==> src/rtl/game_isa_pkg.sv <==
// Shared ISA definitions for the Player instruction bus: opcodes, directions,
// field positions, and the sequencer state encoding.
package game_isa_pkg;

  localparam logic [3:0] OP_NOP     = 4'd0;
  localparam logic [3:0] OP_HEAL    = 4'd1;
  localparam logic [3:0] OP_DMG     = 4'd2;
  localparam logic [3:0] OP_ATK_ADD = 4'd3;
  localparam logic [3:0] OP_ATK_SET = 4'd4;
  localparam logic [3:0] OP_MOVE    = 4'd5;
  localparam logic [3:0] OP_HP_SET  = 4'd6;

  localparam logic [1:0] DIR_UP    = 2'd0;
  localparam logic [1:0] DIR_LEFT  = 2'd1;
  localparam logic [1:0] DIR_DOWN  = 2'd2;
  localparam logic [1:0] DIR_RIGHT = 2'd3;

  localparam int OP_MSB  = 15;
  localparam int OP_LSB  = 12;
  localparam int ARG_MSB = 11;
  localparam int ARG_LSB = 4;

  typedef enum logic [1:0] {
    ST_IDLE      = 2'd0,
    ST_STAT      = 2'd1,
    ST_MOVE_HOLD = 2'd2
  } state_e;

  function automatic logic is_legal_stat(input logic [3:0] op);
    return (op == OP_HEAL) || (op == OP_DMG) || (op == OP_ATK_ADD) ||
           (op == OP_ATK_SET) || (op == OP_HP_SET);
  endfunction

  function automatic logic [15:0] stat_word(input logic [3:0] op, input logic [7:0] arg);
    logic [15:0] w;
    w = '0;
    w[OP_MSB:OP_LSB]   = op;
    w[ARG_MSB:ARG_LSB] = arg;
    return w;
  endfunction

  // The direction occupies the two low bits of the argument field.
  function automatic logic [15:0] move_word(input logic [1:0] dir);
    logic [15:0] w;
    w = '0;
    w[OP_MSB:OP_LSB]        = OP_MOVE;
    w[ARG_LSB+1:ARG_LSB]    = dir;
    return w;
  endfunction

endpackage

==> src/rtl/cmd_fifo.sv <==
// Synchronous FIFO holding queued stat commands as {op, arg} words.
// Pushes when full and pops when empty are ignored.
module cmd_fifo #(
  parameter int DEPTH = 4,
  parameter int WIDTH = 12,
  parameter int CNT_W = $clog2(DEPTH) + 1
) (
  input  logic             clk,
  input  logic             reset,
  input  logic             push,
  input  logic [WIDTH-1:0] wdata,
  input  logic             pop,
  output logic [WIDTH-1:0] rdata,
  output logic             full,
  output logic             empty,
  output logic [CNT_W-1:0] count
);

  localparam int PTR_W = $clog2(DEPTH);

  logic [WIDTH-1:0] mem_q [DEPTH];
  logic [PTR_W-1:0] wr_ptr_q, wr_ptr_d;
  logic [PTR_W-1:0] rd_ptr_q, rd_ptr_d;
  logic [CNT_W-1:0] count_q, count_d;
  logic             do_push, do_pop;

  assign full    = (count_q == CNT_W'(DEPTH));
  assign empty   = (count_q == '0);
  assign do_push = push && !full;
  assign do_pop  = pop && !empty;

  // Power-of-two depth lets the pointers wrap by plain overflow.
  always_comb begin
    wr_ptr_d = wr_ptr_q;
    rd_ptr_d = rd_ptr_q;
    count_d  = count_q;
    if (do_push) wr_ptr_d = wr_ptr_q + PTR_W'(1);
    if (do_pop)  rd_ptr_d = rd_ptr_q + PTR_W'(1);
    case ({do_push, do_pop})
      2'b10:   count_d = count_q + CNT_W'(1);
      2'b01:   count_d = count_q - CNT_W'(1);
      default: count_d = count_q;
    endcase
  end

  // NOTE: sequential state uses non-blocking assignments so every flop sees pre-edge values.
  always_ff @(posedge clk) begin
    if (reset) begin
      wr_ptr_q <= '0;
      rd_ptr_q <= '0;
      count_q  <= '0;
    end else begin
      wr_ptr_q <= wr_ptr_d;
      rd_ptr_q <= rd_ptr_d;
      count_q  <= count_d;
    end
  end

  // NOTE: storage is deliberately not reset; the pointers and count alone define validity.
  always_ff @(posedge clk) begin
    if (do_push) mem_q[wr_ptr_q] <= wdata;
  end

  assign rdata = mem_q[rd_ptr_q];
  assign count = count_q;

endmodule

==> src/rtl/player_cmd_sequencer.sv <==
// Serialises queued stat commands and latched keyboard moves onto the Player
// instruction bus: stats for one clk cycle, moves held until a 10 Hz tick.
module player_cmd_sequencer
  import game_isa_pkg::*;
#(
  parameter int FIFO_DEPTH = 4,
  parameter int CNT_W      = $clog2(FIFO_DEPTH) + 1
) (
  input  logic             clk,
  input  logic             reset,
  input  logic             tick_10hz,
  input  logic             move_valid,
  input  logic [1:0]       move_dir,
  input  logic             stat_valid,
  input  logic [3:0]       stat_op,
  input  logic [7:0]       stat_arg,
  output logic             stat_ready,
  output logic [15:0]      instruction,
  output logic             busy,
  output logic [CNT_W-1:0] fifo_count
);

  state_e      state_q, state_d;
  logic [15:0] instr_q, instr_d;
  logic        pend_q, pend_d;
  logic [1:0]  pend_dir_q, pend_dir_d;

  logic        advance;
  logic        fifo_push, fifo_pop;
  logic        fifo_full, fifo_empty;
  logic [11:0] fifo_rdata;

  // Illegal opcodes are still handshaked so the source is never stalled by them.
  assign stat_ready = !fifo_full;
  assign fifo_push  = stat_valid && stat_ready && is_legal_stat(stat_op);

  cmd_fifo #(
    .DEPTH (FIFO_DEPTH),
    .WIDTH (12),
    .CNT_W (CNT_W)
  ) u_fifo (
    .clk   (clk),
    .reset (reset),
    .push  (fifo_push),
    .wdata ({stat_op, stat_arg}),
    .pop   (fifo_pop),
    .rdata (fifo_rdata),
    .full  (fifo_full),
    .empty (fifo_empty),
    .count (fifo_count)
  );

  // A held move may only be replaced once the Player has sampled it on the tick.
  assign advance = (state_q != ST_MOVE_HOLD) || tick_10hz;

  always_ff @(posedge clk) begin
    if (reset) begin
      state_q    <= ST_IDLE;
      instr_q    <= 16'h0000;
      pend_q     <= 1'b0;
      pend_dir_q <= DIR_UP;
    end else begin
      state_q    <= state_d;
      instr_q    <= instr_d;
      pend_q     <= pend_d;
      pend_dir_q <= pend_dir_d;
    end
  end

  always_comb begin
    state_d = state_q;
    if (advance) begin
      if (!fifo_empty)  state_d = ST_STAT;
      else if (pend_q)  state_d = ST_MOVE_HOLD;
      else              state_d = ST_IDLE;
    end
  end

  // NOTE: every signal written here gets a default first so no latch is inferred.
  always_comb begin
    instr_d    = instr_q;
    fifo_pop   = 1'b0;
    pend_d     = pend_q;
    pend_dir_d = pend_dir_q;
    if (advance) begin
      if (!fifo_empty) begin
        fifo_pop = 1'b1;
        instr_d  = stat_word(fifo_rdata[11:8], fifo_rdata[7:0]);
      end else if (pend_q) begin
        instr_d = move_word(pend_dir_q);
        pend_d  = 1'b0;
      end else begin
        instr_d = stat_word(OP_NOP, 8'h00);
      end
    end
    // A fresh request in the issuing cycle is a new move, so it overrides the clear.
    if (move_valid && (state_q != ST_MOVE_HOLD)) begin
      pend_d     = 1'b1;
      pend_dir_d = move_dir;
    end
  end

  assign instruction = instr_q;
  assign busy        = (state_q != ST_IDLE);

endmodule

==> config.mk <==
export PLATFORM = sky130hd
export DESIGN_NAME = player_cmd_sequencer
export DESIGN_NICKNAME = d
export VERILOG_FILES = /design/src/rtl/game_isa_pkg.sv /design/src/rtl/cmd_fifo.sv /design/src/rtl/player_cmd_sequencer.sv
export SDC_FILE = /design/constraint.sdc
export NUM_CORES = 1
export LEC_CHECK = 0
export ABC_CLOCK_PERIOD_IN_PS = 4200
export BUFFER_PORTS_ARGS = -buffer_cell sky130_fd_sc_hd__buf_2
export CORE_MARGIN = 8
export CORE_UTILIZATION = 60
export DETAILED_ROUTE_END_ITERATION = 7
export PLACE_DENSITY = 0.83
export SYNTH_ARGS = -nofsm -noshare
export SYNTH_HDL_FRONTEND = slang
export SYNTH_SLANG_ARGS = --single-unit
==> constraint.sdc <==
create_clock -name clk -period 4.2 [get_ports clk]
set_input_delay 0.21 -clock clk [delete_from_list [all_inputs] [get_ports clk]]
set_output_delay 0.21 -clock clk [all_outputs]
set_load 0.01 [all_outputs]
==> qor.yml <==
antenna_cells: 0
endpoint_kind: "flop"
pre_cts_slack_ns: 1.91
numCtsBuffers: 9
fp.dieH_um: 85.5
clock_latency_ns: 0.34
ys_seq_area_share_pct: 67.7
synth_fa_ha_area_share_pct: 2.85
ys_warn_count: 0
setup_viol: 0
synth_area_per_cell_um2: 16.1
synth_xor_area_share_pct: 0.604
synthFlopType: "edfxtp_1"
finalCriticalPeriod_ns: 2.31
drc_errors: 0
synth_compound_area_share_pct: 7.60
required_ns: 4.47
gp_congestion: 0.739
portBuffers: 35
grt_max_degree: 21
clock_sinks: 74
dp_cells: 264
postCtsSetupBuffers: 0
dr.first_iter.drc_count: 96
cts_resized: 0
drive_gt1_share_pct: 31.0
outcome: "finished, final reports clean"
fillers: 310
vias: 1601
synth_cells: 180
multiInputGateArea_um2: 856
synth_top_family_by_area: "multiplexers"
clockBufferDepth: 2
dpl.hpwl_mm: 3.58
dieWidth_um: 85.5
regArea_um2: 1960
skew_ns: 0.00559
cts_tree: "built"
setup_slack_ns: 1.89
cts.htree.levels: 3
path_class: "flop to flop"
initial_core_util_pct: 61.8
drt-vias-per-instance: 5.72
finalCritPeriodShare_pct: 55.0
worstHoldPathType: "input port to flop"
yosys.cell_types.count: 37
ys_ff_latch: 74
synthSimpleGateAreaFrac_pct: 7.77
worstPathMaxFanout: 7
wirelength_mm: 5.17
area_delta_synth_final_pct: 14.6
pwr_density_cell_nw_per_um2: 596
worstPathArrival_ns: 2.58
yosysTopAreaCell: "edfxtp_1"
rows: 25
cap_viol_max_count: 0
synth_edf_count: 48
cts_root_buf: "clkbuf_8"
ant_nets: 0
grt_pass1_wl_mm: 8.16
grt_pass1_vias: 1701
async_flop_share_pct: 0
firstDrtPassIters: 5
wl_per_cell_um: 18.4
grt_setup_unrepaired: "no"
fin_hold_ws_ns: 0.0812
die_area_um2: 7310
final_nets: 246
hold_viol_final: 0
maxClockFrequency_mhz: 433
drv_slew: 0
start_kind: "flop"
synth_top_area_share_pct: 49.7
overflow: 0
fp.coreArea_um2: 4690
antenna_found_initial: 0
p_leak_nw: 1.23
synth_area_leaders: "edfxtp_1 (50%), dfxtp_1 (18%), mux4_2 (9.3%)"
pin_count: 40
ff2ff_setup_slack_ns: 1.89
grtUsageTotal_pct: 15.0
tns_ns: 0
ir_worst_vdd_mv: 0.325
clk_pin_slew_ns: 0.08
hold_buffers: 0
stdcell_count: 280
synth.area.mux_share_pct: 10.2
netlist_area_um2: 2900
worst_slew_pin_slew_ns: 0.819
slew_headroom_pct: 45.3
report_power, final:
group / switching (mW) / internal, mW
sequential: 0.0912 / 0.854
combinational: 0.223 / 0.231
clock: 0.249 / 0.333
cell type report:
| cell class | instances | area share (%) |
|---|---|---|
| clock buffer | 9 | 3.73 |
| clock inverter | 7 | 2.82 |
| inverter | 10 | 1.13 |
| multi-input combinational | 90 | 25.8 |
| sequential | 74 | 59.0 |
| tap | 54 | 2.03 |
| timing repair buffer | 36 | 5.50 |
synth_stat cells, drive strengths merged, types with 3 or more instances:
| library cell | n |
|---|---|
| a21oi | 7 |
| a22o | 8 |
| and2 | 4 |
| buf | 8 |
| dfxtp | 26 |
| edfxtp | 48 |
| ha | 5 |
| inv | 10 |
| mux4 | 12 |
| nand2b | 4 |
| nor2 | 10 |
| nor3 | 3 |
| nor4b | 4 |
| o21ai | 5 |
| or3 | 3 |
cells by family after synthesis:
kind of cell / Yosys count
DFF: 74
and+or+nand+nor: 36
AOI/OAI and AO/OA: 28
buffers and inverters: 19
muxes: 14
adders and majority gates: 6
xor gates and xnor gates: 2
other: 1
cells in the final DEF (no fill, tap or decap), drive strengths merged:
master / count
a2111oi: 1
a21oi: 7
a221o: 2
a22o: 8
a311oi: 1
a31o: 1
and2: 4
buf: 36
bufinv: 2
clkbuf: 9
clkinv: 5
conb: 4
dfxtp: 26
edfxtp: 48
fa: 1
ha: 5
inv: 10
mux2: 1
mux2i: 1
mux4: 12
nand2: 1
nand2b: 4
nand3: 2
nor2: 10
nor2b: 1
nor3: 3
nor3b: 2
nor4b: 4
o21ai: 5
o21bai: 1
o2bb2ai: 2
or2: 1
or3: 3
or3b: 1
xor2: 2
critical path, cell delays in order (launching register included):
cell       delay, ns
dfxtp_1         0.46
nor3b_2         0.12
a2111oi_4       0.53
inv_1           0.12
ha_1            0.24
inv_1           0.08
fa_1            0.17
xor2_1          0.07
or3_1           0.31
a21oi_1         0.15
layer usage:
layer,global-route usage [%],vias to the layer above,routed length (um)
li1,-,761,-
met1,15.6,777,2020
met2,25.5,52,2700
met3,6.40,11,358
met4,7.01,0,87
met5,0,-,0
registers in the layout, indices dropped and copies added, names as in the netlist, named ones only:
signal           flops
instruction         12
pend_q               1
u_fifo.rd_ptr_q      2
pend_dir_q           2
state_q              2
u_fifo.wr_ptr_q      2
u_fifo.mem_q        48
u_fifo.count         3
per-stage QoR:
| stage | power, mW | util, % | instance area [um^2] |
|---|---|---|---|
| after floorplan | 1.27 | - | 2910 |
| after global placement | 1.39 | 66.2 | 3110 |
| after detailed placement | 1.42 | 66.2 | 3110 |
| after CTS | 2.00 | 70.8 | 3320 |
| after global routing | 2.09 | 70.8 | 3320 |
| final | 1.98 | 70.8 | 3320 |
final timing paths:
check / from / end / cells after the start
setup reg to reg: u_fifo.count[0] / u_fifo.count[2] / 9
hold / removal: stat_arg[3] / u_fifo.mem_q[0][3] / 1
hold reg to reg: instruction[10] / instruction[10] / 1
setup / recovery: u_fifo.count[0] / u_fifo.count[2] / 9
Power figures use the tool's default switching activity.
